File: src/rtl/seg7_pkg.sv
// Shared segment patterns, FSM state type and the decimal-range helper
// for the HEX display driver.
package seg7_pkg;

  // Active-low patterns, bit order {g,f,e,d,c,b,a}
  localparam logic [6:0] SEG_0     = 7'b1000000;
  localparam logic [6:0] SEG_1     = 7'b1111001;
  localparam logic [6:0] SEG_2     = 7'b0100100;
  localparam logic [6:0] SEG_3     = 7'b0110000;
  localparam logic [6:0] SEG_4     = 7'b0011001;
  localparam logic [6:0] SEG_5     = 7'b0010010;
  localparam logic [6:0] SEG_6     = 7'b0000010;
  localparam logic [6:0] SEG_7     = 7'b1111000;
  localparam logic [6:0] SEG_8     = 7'b0000000;
  localparam logic [6:0] SEG_9     = 7'b0011000;
  localparam logic [6:0] SEG_DASH  = 7'b0111111;
  localparam logic [6:0] SEG_BLANK = 7'b1111111;

  typedef enum logic [1:0] {
    IDLE  = 2'd0,
    SHIFT = 2'd1,
    LATCH = 2'd2
  } seg7_state_e;

  // 10^n, evaluated at elaboration for the overflow bound
  function automatic longint unsigned pow10(input int unsigned n);
    longint unsigned r;
    r = 64'd1;
    for (int unsigned i = 0; i < n; i++) r = r * 64'd10;
    return r;
  endfunction

endpackage

File: src/rtl/seg7_bin_display_if.sv
// Request/result bundle between a coordinate source and one display driver.
interface seg7_bin_display_if #(
  parameter int unsigned WIDTH  = 9,
  parameter int unsigned DIGITS = 3
) ();
  logic [WIDTH-1:0]    value;
  logic                load;
  logic                busy;
  logic                done;
  logic [7*DIGITS-1:0] hex_out;

  modport master (output value, load, input busy, done, hex_out);
  modport slave  (input value, load, output busy, done, hex_out);
endinterface

File: src/rtl/seg7_digit.sv
// Combinational BCD nibble to active-low 7-segment pattern.
module seg7_digit
  import seg7_pkg::*;
(
  input  logic [3:0] nibble,
  output logic [6:0] seg_c
);

  always_comb begin
    seg_c = SEG_DASH;
    case (nibble)
      4'd0: seg_c = SEG_0;
      4'd1: seg_c = SEG_1;
      4'd2: seg_c = SEG_2;
      4'd3: seg_c = SEG_3;
      4'd4: seg_c = SEG_4;
      4'd5: seg_c = SEG_5;
      4'd6: seg_c = SEG_6;
      4'd7: seg_c = SEG_7;
      4'd8: seg_c = SEG_8;
      4'd9: seg_c = SEG_9;
      default: seg_c = SEG_DASH;
    endcase
  end

endmodule

File: src/rtl/seg7_bin_display.sv
// Iterative binary-to-decimal HEX driver: double-dabble over WIDTH cycles,
// then one latch cycle that updates all digits at once.
module seg7_bin_display
  import seg7_pkg::*;
#(
  parameter int unsigned WIDTH      = 9,
  parameter int unsigned DIGITS     = 3,
  parameter bit          LEAD_BLANK = 1'b1
) (
  input  logic             clk,
  input  logic             resetn,
  seg7_bin_display_if.slave bus
);

  localparam int unsigned     BCD_W     = 4 * DIGITS;
  localparam int unsigned     HEX_W     = 7 * DIGITS;
  localparam int unsigned     CNT_W     = $clog2(WIDTH + 1);
  localparam longint unsigned OVF_BOUND = pow10(DIGITS);

  seg7_state_e      state, state_next;
  logic [WIDTH-1:0] shift_q, shift_d;
  logic [BCD_W-1:0] bcd_q, bcd_d, bcd_adj;
  logic [CNT_W-1:0] cnt_q, cnt_d;
  logic             ovf_q, ovf_d;
  logic [HEX_W-1:0] hex_q, hex_d, hex_disp;
  logic             busy_q, done_q;
  logic             lead_seen;
  logic [6:0]       seg_raw [DIGITS];

  for (genvar k = 0; k < DIGITS; k++) begin : g_digit
    seg7_digit u_digit (
      .nibble (bcd_q[4*k +: 4]),
      .seg_c  (seg_raw[k])
    );
  end

  // Add-3 correction applied before each shift
  always_comb begin
    bcd_adj = bcd_q;
    for (int n = 0; n < DIGITS; n++) begin
      if (bcd_q[4*n +: 4] >= 4'd5) bcd_adj[4*n +: 4] = bcd_q[4*n +: 4] + 4'd3;
    end
  end

  // Overflow dashes, then leading-zero blanking scanned from the top digit
  always_comb begin
    hex_disp  = '1;
    lead_seen = 1'b0;
    for (int k = DIGITS - 1; k >= 0; k--) begin
      if (ovf_q) begin
        hex_disp[7*k +: 7] = SEG_DASH;
      end else if (LEAD_BLANK && (k != 0) && !lead_seen && (bcd_q[4*k +: 4] == 4'd0)) begin
        hex_disp[7*k +: 7] = SEG_BLANK;
      end else begin
        hex_disp[7*k +: 7] = seg_raw[k];
        lead_seen          = 1'b1;
      end
    end
  end

  always_comb begin
    state_next = state;
    shift_d    = shift_q;
    bcd_d      = bcd_q;
    cnt_d      = cnt_q;
    ovf_d      = ovf_q;
    hex_d      = hex_q;
    case (state)
      IDLE: begin
        if (bus.load) begin
          shift_d    = bus.value;
          bcd_d      = '0;
          cnt_d      = CNT_W'(WIDTH);
          ovf_d      = (64'(bus.value) >= OVF_BOUND);
          state_next = SHIFT;
        end
      end
      SHIFT: begin
        {bcd_d, shift_d} = {bcd_adj, shift_q} << 1;
        cnt_d            = cnt_q - CNT_W'(1);
        if (cnt_q == CNT_W'(1)) state_next = LATCH;
      end
      LATCH: begin
        hex_d      = hex_disp;
        state_next = IDLE;
      end
      default: state_next = IDLE;
    endcase
  end

  always_ff @(posedge clk or negedge resetn) begin
    if (!resetn) begin
      state   <= IDLE;
      shift_q <= '0;
      bcd_q   <= '0;
      cnt_q   <= '0;
      ovf_q   <= 1'b0;
      hex_q   <= '1;
      busy_q  <= 1'b0;
      done_q  <= 1'b0;
    end else begin
      state   <= state_next;
      shift_q <= shift_d;
      bcd_q   <= bcd_d;
      cnt_q   <= cnt_d;
      ovf_q   <= ovf_d;
      hex_q   <= hex_d;
      busy_q  <= (state_next != IDLE);
      done_q  <= (state == LATCH);
    end
  end

  assign bus.busy    = busy_q;
  assign bus.done    = done_q;
  assign bus.hex_out = hex_q;

endmodule

File: src/flat_wrapper.sv
// flat-port wrapper written by rule: the top's interface ports become plain ports
module seg7_bin_display_flat import seg7_pkg::*;
#(
  parameter int unsigned WIDTH      = 9,
  parameter int unsigned DIGITS     = 3,
  parameter bit          LEAD_BLANK = 1'b1
)
  (clk, resetn, bus_value, bus_load, bus_busy, bus_done, bus_hex_out);
  seg7_bin_display_if #(.WIDTH(WIDTH), .DIGITS(DIGITS)) bus_i ();
  input  logic clk;
  input  logic resetn;
  input wire logic [$bits(bus_i.value)-1:0] bus_value;
  input wire logic [$bits(bus_i.load)-1:0] bus_load;
  output wire logic [$bits(bus_i.busy)-1:0] bus_busy;
  output wire logic [$bits(bus_i.done)-1:0] bus_done;
  output wire logic [$bits(bus_i.hex_out)-1:0] bus_hex_out;
  assign bus_i.value = bus_value;
  assign bus_i.load = bus_load;
  assign bus_busy = bus_i.busy;
  assign bus_done = bus_i.done;
  assign bus_hex_out = bus_i.hex_out;
  seg7_bin_display #(.WIDTH(WIDTH), .DIGITS(DIGITS), .LEAD_BLANK(LEAD_BLANK)) u_core (.clk(clk), .resetn(resetn), .bus(bus_i));
endmodule
File: config.mk
export PLATFORM = sky130hd
export DESIGN_NAME = seg7_bin_display_flat
export DESIGN_NICKNAME = d
export VERILOG_FILES = /design/src/rtl/seg7_pkg.sv /design/src/rtl/seg7_bin_display_if.sv /design/src/rtl/seg7_digit.sv /design/src/rtl/seg7_bin_display.sv /design/src/flat_wrapper.sv
export SDC_FILE = /design/constraint.sdc
export NUM_CORES = 1
export LEC_CHECK = 0
export CAP_MARGIN = 10
export CORE_MARGIN = 2
export CORE_UTILIZATION = 50
export DETAILED_ROUTE_END_ITERATION = 16
export GPL_TIMING_DRIVEN = 0
export PLACE_DENSITY = 0.75
export SLEW_MARGIN = 20
export SYNTH_ARGS = -nofsm -noshare
export SYNTH_HDL_FRONTEND = slang
export SYNTH_SLANG_ARGS = --single-unit
File: constraint.sdc
create_clock -name clk -period 1.8 [get_ports clk]
set_input_delay 0.18 -clock clk [delete_from_list [all_inputs] [get_ports clk]]
set_output_delay 0.18 -clock clk [all_outputs]
set_load 0.03 [all_outputs]
== After elaboration in Yosys (flattened, before gate mapping) ==
Memory sizes are Yosys's and may differ from the RTL's. A register that Yosys moved wholly into a read port is not among the register bits.
Cells that the tools add are included.

* Add/sub/neg operators: 4
* Multiply operators: 0
* Divide/modulo/power cells: 0
* Magnitude comparators: 3
* Equality and inequality tests: 4
* Shifts and indexed selects: 0
* Muxes and demuxes: 14
* Bitwise operators: 0
* Reductions and logical operators: 8

{| class="wikitable"
|+ Operators by type and width
! operator !! count
|-
| $pmux 12 s2 || 1
|-
| $pmux 9 s2 || 1
|-
| $mux 7 || 2
|-
| $ge 4x3->1 const B || 3
|-
| $mux 12 || 1
|-
| $mux 4 || 3
|-
| $mux 9 || 1
|-
| $add 4x2->4 const B || 2
|-
| $logic_not 4->1 || 2
|-
| $pmux 4 s2 || 1
|-
| $eq 4x1->1 const B || 1
|-
| $mux 2 || 2
|-
| $pmux 2 s2 || 1
|-
| $reduce_bool 2->1 || 2
|-
| $sub 4x1->4 const B || 1
|-
| $add 3x2->3 const B || 1
|-
| $mux 3 || 1
|-
| $eq 2x1->1 const B || 1
|-
| $eq 2x2->1 const B || 1
|-
| $logic_not 2->1 || 1
|-
| $ne 2x2->1 const B || 1
|-
| $reduce_and 2->1 || 1
|-
| $logic_and 1x1->1 || 1
|-
| $logic_not 1->1 || 1
|}

* Flip-flop bits (word level): 50
* Bits in latches: 0
* Bits in writable memories: 0
* Memory bits (read-only): 336
* Input port bits: 12
* Output and inout port bits: 23
* Logic and storage cells: 43
* Memories kept: 3

{| class="wikitable"
|+ Memory list
! name !! depth !! bits a word !! rd ports !! clocked after memory_dff !! write ports !! line !! source
|-
| (name not given) || 16 || 7 || 1 || 1 || 0 || seg7_digit.sv:11 || <nowiki>case (nibble)</nowiki>
|-
| (name not given) || 16 || 7 || 1 || 0 || 0 || seg7_digit.sv:11 ||
|-
| (name not given) || 16 || 7 || 1 || 0 || 0 || seg7_digit.sv:11 ||
|}

== Logic depth before layout (Yosys ltp) ==
* Word-level depth: 4
* Depth in mapped cells: 7
* Mapped depth without buffers: 6

== By module ==
Synthesis repeated with hierarchy kept, for this count alone.

* Cells, all modules: 338
* Area, all modules: 3017.9 um^2

{| class="wikitable"
|+ By module, submodules not included
! module !! instances !! cells an instance !! area an instance (um^2) !! sequential area each (um^2)
|-
| seg7_bin_display || 1 || 236 || 2394.8 || 1277.5
|-
| seg7_digit at u_core.g_digit[0].u_digit ... || 2 || 34 || 203.9 || 0.0
|-
| seg7_digit at u_core.g_digit[2].u_digit || 1 || 34 || 215.2 || 0.0
|}

== Worst setup path before layout ==
OpenSTA, ideal clock, no wires.

* Path kind: register -> register
* From: reg u_core.bcd_q[8]
* To: reg u_core.bcd_q[11]
* Setup time: 121 ps
* Data arrival time: 1509 ps
* Setup slack: 170 ps
* Cell stages (with the launch flop): 7
* Path buffers: 0
* Path through: dfrtp_1 > inv_1 > ha_1 > ha_1 > o21bai_1 > a22o_1 > a22o_1

* Word-level cells in the longest chain between the ends: 3
* Elaborated cells between the ends (all ways): 4

{| class="wikitable"
|+ Ends and longest elaborated chain
! element !! line !! source
|-
| start, declared || seg7_bin_display.sv:22 || <nowiki>logic [BCD_W-1:0] bcd_q, bcd_d, bcd_adj;</nowiki>
|-
| start signal, assigned || seg7_bin_display.sv:95 || <nowiki>bcd_q <= '0;</nowiki>
|-
| start signal, assigned || seg7_bin_display.sv:104 || <nowiki>bcd_q <= bcd_d;</nowiki>
|-
| $ge 4x3->1 / $add 3x2->3 (equally long branches) || seg7_bin_display.sv:41 || <nowiki>if (bcd_q[4*n +: 4] >= 4'd5) bcd_adj[4*n +: 4] = bcd_q[4*n +: 4] + 4'd3;</nowiki>
|-
| $mux 3 * || seg7_bin_display.sv:41 ||
|-
| $pmux 12 s2 * || seg7_bin_display.sv:68 || <nowiki>case (state)</nowiki>
|}

Mark *: on every way between the ends. The rest lies on a longest branch, timed or not.
A chain may end at the register's enable or synchronous reset.

== Worst setup path after layout ==
* From: reg u_core.hex_q[11] (netlist: u_core.bus.hex_out[11])
* To: out bus_hex_out[11]

{| class="wikitable"
|+ RTL lines
! element !! line !! source
|-
| start, declared || seg7_bin_display.sv:25 || <nowiki>logic [HEX_W-1:0] hex_q, hex_d, hex_disp;</nowiki>
|-
| start signal, assigned || seg7_bin_display.sv:98 || <nowiki>hex_q <= '1;</nowiki>
|-
| start signal, assigned || seg7_bin_display.sv:107 || <nowiki>hex_q <= hex_d;</nowiki>
|-
| end, declared || flat_wrapper.sv:16 || <nowiki>output wire logic [$bits(bus_i.hex_out)-1:0] bus_hex_out;</nowiki>
|}

No word-level cell between the ends.

==> results_dict.tcl <==
set metrics [dict create \
    status "complete, no violations" \
    grt_overflow 0 \
    wl_per_cell_um 13.4 \
    cpPeakStageDelay_ns 0.67 \
    mostFrequentLayoutCells "nand2_1 (33), clkdlybuf4s50_1 (33), dfrtp_1 (29)" \
    rows 26 \
    dieWidth_um 78.1 \
    max_slew_margin_pct 65.0 \
    stdcell_count 393 \
    cp-startpoint "u_core.bus.hex_out[11]" \
    grt_pass1_wl_um 9560 \
    cp_num_cells 1 \
    p_int_mw 3.72 \
    drive_gt1_share_pct 19.5 \
    switching_share_pct 42.1 \
    worst_pin_slew_ns 0.525 \
    dieArea_um2 6100 \
    slew_violations 0 \
    min_path_type "in2async" \
    r2r-end "u_core.bcd_q[11]" \
    cap_violations 0 \
    synth-edff-count 0 \
    setup_violations 0 \
    pwr-share-comb_pct 55.6 \
    antenna_cells 0 \
    initial_utilization_pct 52.8 \
    critPathSlowestCell "clkdlybuf4s50_1" \
    timing.critical_path.arrival_ns 1.51 \
    drt_wl_total_um 5290 \
    p_per_area_nw_per_um2 1940 \
    die_y_um 78.1 \
    worstPathMaxFanout 2 \
    path_buf_inv 1 \
    critPathLaunchType "flop" \
    power_leakage_nw 1.42 \
    grt_pass1_vias 2100 \
    htree_levels 2 \
    drc 0 \
    cp.required_ns 1.62 \
    path_cells "clkdlybuf4s50_1" \
    grt_usage_pct 19.5 \
    rsz0062_at_grt "false" \
    crit_family "buffers and inverters" \
    p_switching_mw 2.71 \
    yosysSeqAreaShare_pct 46.5 \
    syn_avg_cell_area_um2 9.84 \
    timing.fmax_mhz 592 \
    vias 2099 \
    io_pins 35 \
    dp_hpwl_um 3760 \
    power_frac_seq_pct 32.3 \
    antenna_found_initial 0 \
    clk-insertion-delay-late_ns 0.30 \
    clk_pin_slew_ns 0.09 \
    dp_cells 384 \
    first_pass_iters 4 \
    min_period_ns 1.69 \
    clkPwrFrac_pct 12.2 \
    drt_iter0_drc 103 \
    ff2ff_setup_slack_ns 0.14 \
    hold_viol 0 \
    cts_tree "built" \
    ys.flop_type "dfrtp_1" \
    endpoint "bus_hex_out[11]" \
    finClkSkew_ns 0.00396 \
    numCtsBuffers 5 \
    ant_nets 0 \
    setup_ws_ns 0.112 \
    place_ws_ns 0.0578 \
    synth_area_um2 2750 \
    clk_path_buf_depth 2 \
    grt_max_degree 29 \
    via_per_inst 5.34 \
    syn-num-nets 309 \
    synth_cell_type_count 50 \
    syn_inst 279 \
    place_congestion 0.791 \
    critPathKind "reg2out" \
    final_core_util_pct 63.9 \
    ff2ff_path_depth 6 \
    period_share_pct 93.8 \
    finalSetupTns_ns 0 \
    r2r_start "u_core.bcd_q[8]" \
    cts_setup_buffers 0 \
    ys_async_sr_fraction_pct 100 \
    areaGrowthSynthToFinish_pct 21.0 \
    clkSinkCount 50 \
    clock-root-buffer "clkbuf_8" \
    end_kind "output port" \
    ir_drop_mv 0.876 \
    fin_nets 352 \
    portBuffers 34 \
    synth_seq_cells 50 \
    core-area_um2 5200 \
    ys_warn_count 0 \
]
[Yosys cell counts (2+ instances only)]
| library cell | count | share of area, % |
|---|---|---|
| xnor2_1 | 3 | 0.96 |
| o31ai_1 | 4 | 1.1 |
| ha_1 | 18 | 8.2 |
| nor2_1 | 16 | 2.2 |
| a21o_1 | 2 | 0.55 |
| buf_6 | 5 | 2.0 |
| o22a_1 | 3 | 0.96 |
| nand2_1 | 33 | 4.5 |
| buf_2 | 5 | 0.91 |
| a21oi_2 | 2 | 0.64 |
| and2_1 | 2 | 0.46 |
| nor2b_1 | 3 | 0.68 |
| o22ai_1 | 5 | 1.1 |
| o211ai_1 | 2 | 0.55 |
| buf_4 | 5 | 1.4 |
| o311ai_2 | 2 | 1.2 |
| a31oi_1 | 2 | 0.46 |
| nand3_1 | 4 | 0.73 |
| dfrtp_1 | 29 | 26 |
| o21ai_0 | 28 | 5.1 |
| o21ai_1 | 2 | 0.36 |
| a22o_1 | 3 | 0.96 |
| mux2i_1 | 4 | 1.5 |
| or3_1 | 3 | 0.68 |
| a21oi_1 | 21 | 3.8 |
| and3_1 | 2 | 0.46 |
| nand2b_1 | 6 | 1.4 |
| inv_1 | 12 | 1.6 |
| nor3_1 | 4 | 0.73 |
| dfstp_2 | 21 | 20 |
| inv_2 | 2 | 0.27 |
| a22oi_1 | 8 | 2.2 |
[logic make-up after synthesis]
logic type	share of synthesized area [%]
adders and majority gates	8.20
AOI/OAI and AO/OA	21.8
muxes	1.87
DFF	46.5
xor gates and xnor gates	1.28
and+or+nand+nor	13.6
buffers and inverters	6.79
[sequential cells by signal, indices dropped and copies added (netlist names)]
register / count
u_core.bus.done: 1
u_core.state: 2
u_core.shift_q: 9
u_core.bus.hex_out: 21
u_core.bcd_q: 12
u_core.bus.busy: 1
u_core.cnt_q: 4
[metrics by stage]
stage	hold slack [ns]	total power [mW]	cell area, um^2
after detailed placement	0.191	5.62	3190
after global placement	0.450	5.54	3170
final	0.374	6.43	3320
after global routing	0.447	7.00	3320
after floorplan	-0.116	4.67	2750
after CTS	0.390	6.42	3310
[what timing repair did]
| item | in CTS | in global routing |
|---|---|---|
| hold buffers | 1 | 0 |
| endpoints found under the hold margin | 16 | 0 |
| setup endpoints to repair | 0 | 3 |
| gates resized for setup | 0 | 3 |
[worst min-delay path by stage]
stage                                 startpoint                      to  slack [ns]
after floorplan                           resetn         u_core.bcd_q[0]       -0.12
after global placement    u_core.bus.hex_out[17]  u_core.bus.hex_out[17]        0.45
after detailed placement                  resetn       u_core.shift_q[3]        0.19
after CTS                                 resetn       u_core.shift_q[3]        0.39
after global routing                      resetn       u_core.shift_q[3]        0.45
final                                     resetn       u_core.shift_q[3]        0.37
[layer usage]
layer | GRT usage, % | share of wire (%)
met3 | 3.79 | 2.8
met1 | 24.9 | 47
met4 | 7.37 | 2.1
met5 | 0 | 0
met2 | 32.8 | 49
[worst register-to-register path, stage by stage (launching register included)]
cell	delay, ns
dfrtp_1	0.42
inv_1	0.19
ha_4	0.21
ha_1	0.24
o21bai_1	0.16
a22o_1	0.18
a22o_1	0.17
[power groups by stage]
stage          Clock [mW]  Combinational [mW]  Sequential (mW)
2_1_floorplan           0                2.19             2.48
3_3_place_gp            0                3.46             2.08
3_5_place_dp            0                3.52             2.10
4_1_cts             0.806                3.54             2.08
5_1_grt             0.843                4.00             2.16
6_report            0.783                3.58             2.07
[layout make-up]
| type | count | area [um^2] |
|---|---|---|
| Inverter | 15 | 58.8 |
| Sequential cell | 50 | 1280 |
| Fill cell | 440 | 1880 |
| Tap cell | 70 | 87.6 |
| Clock inverter | 3 | 40.0 |
| Clock buffer | 5 | 68.8 |
| Buffer | 17 | 128 |
| Timing Repair Buffer | 36 | 365 |
| Multi-Input combinational cell | 197 | 1300 |
Power figures use the tool's default switching activity.
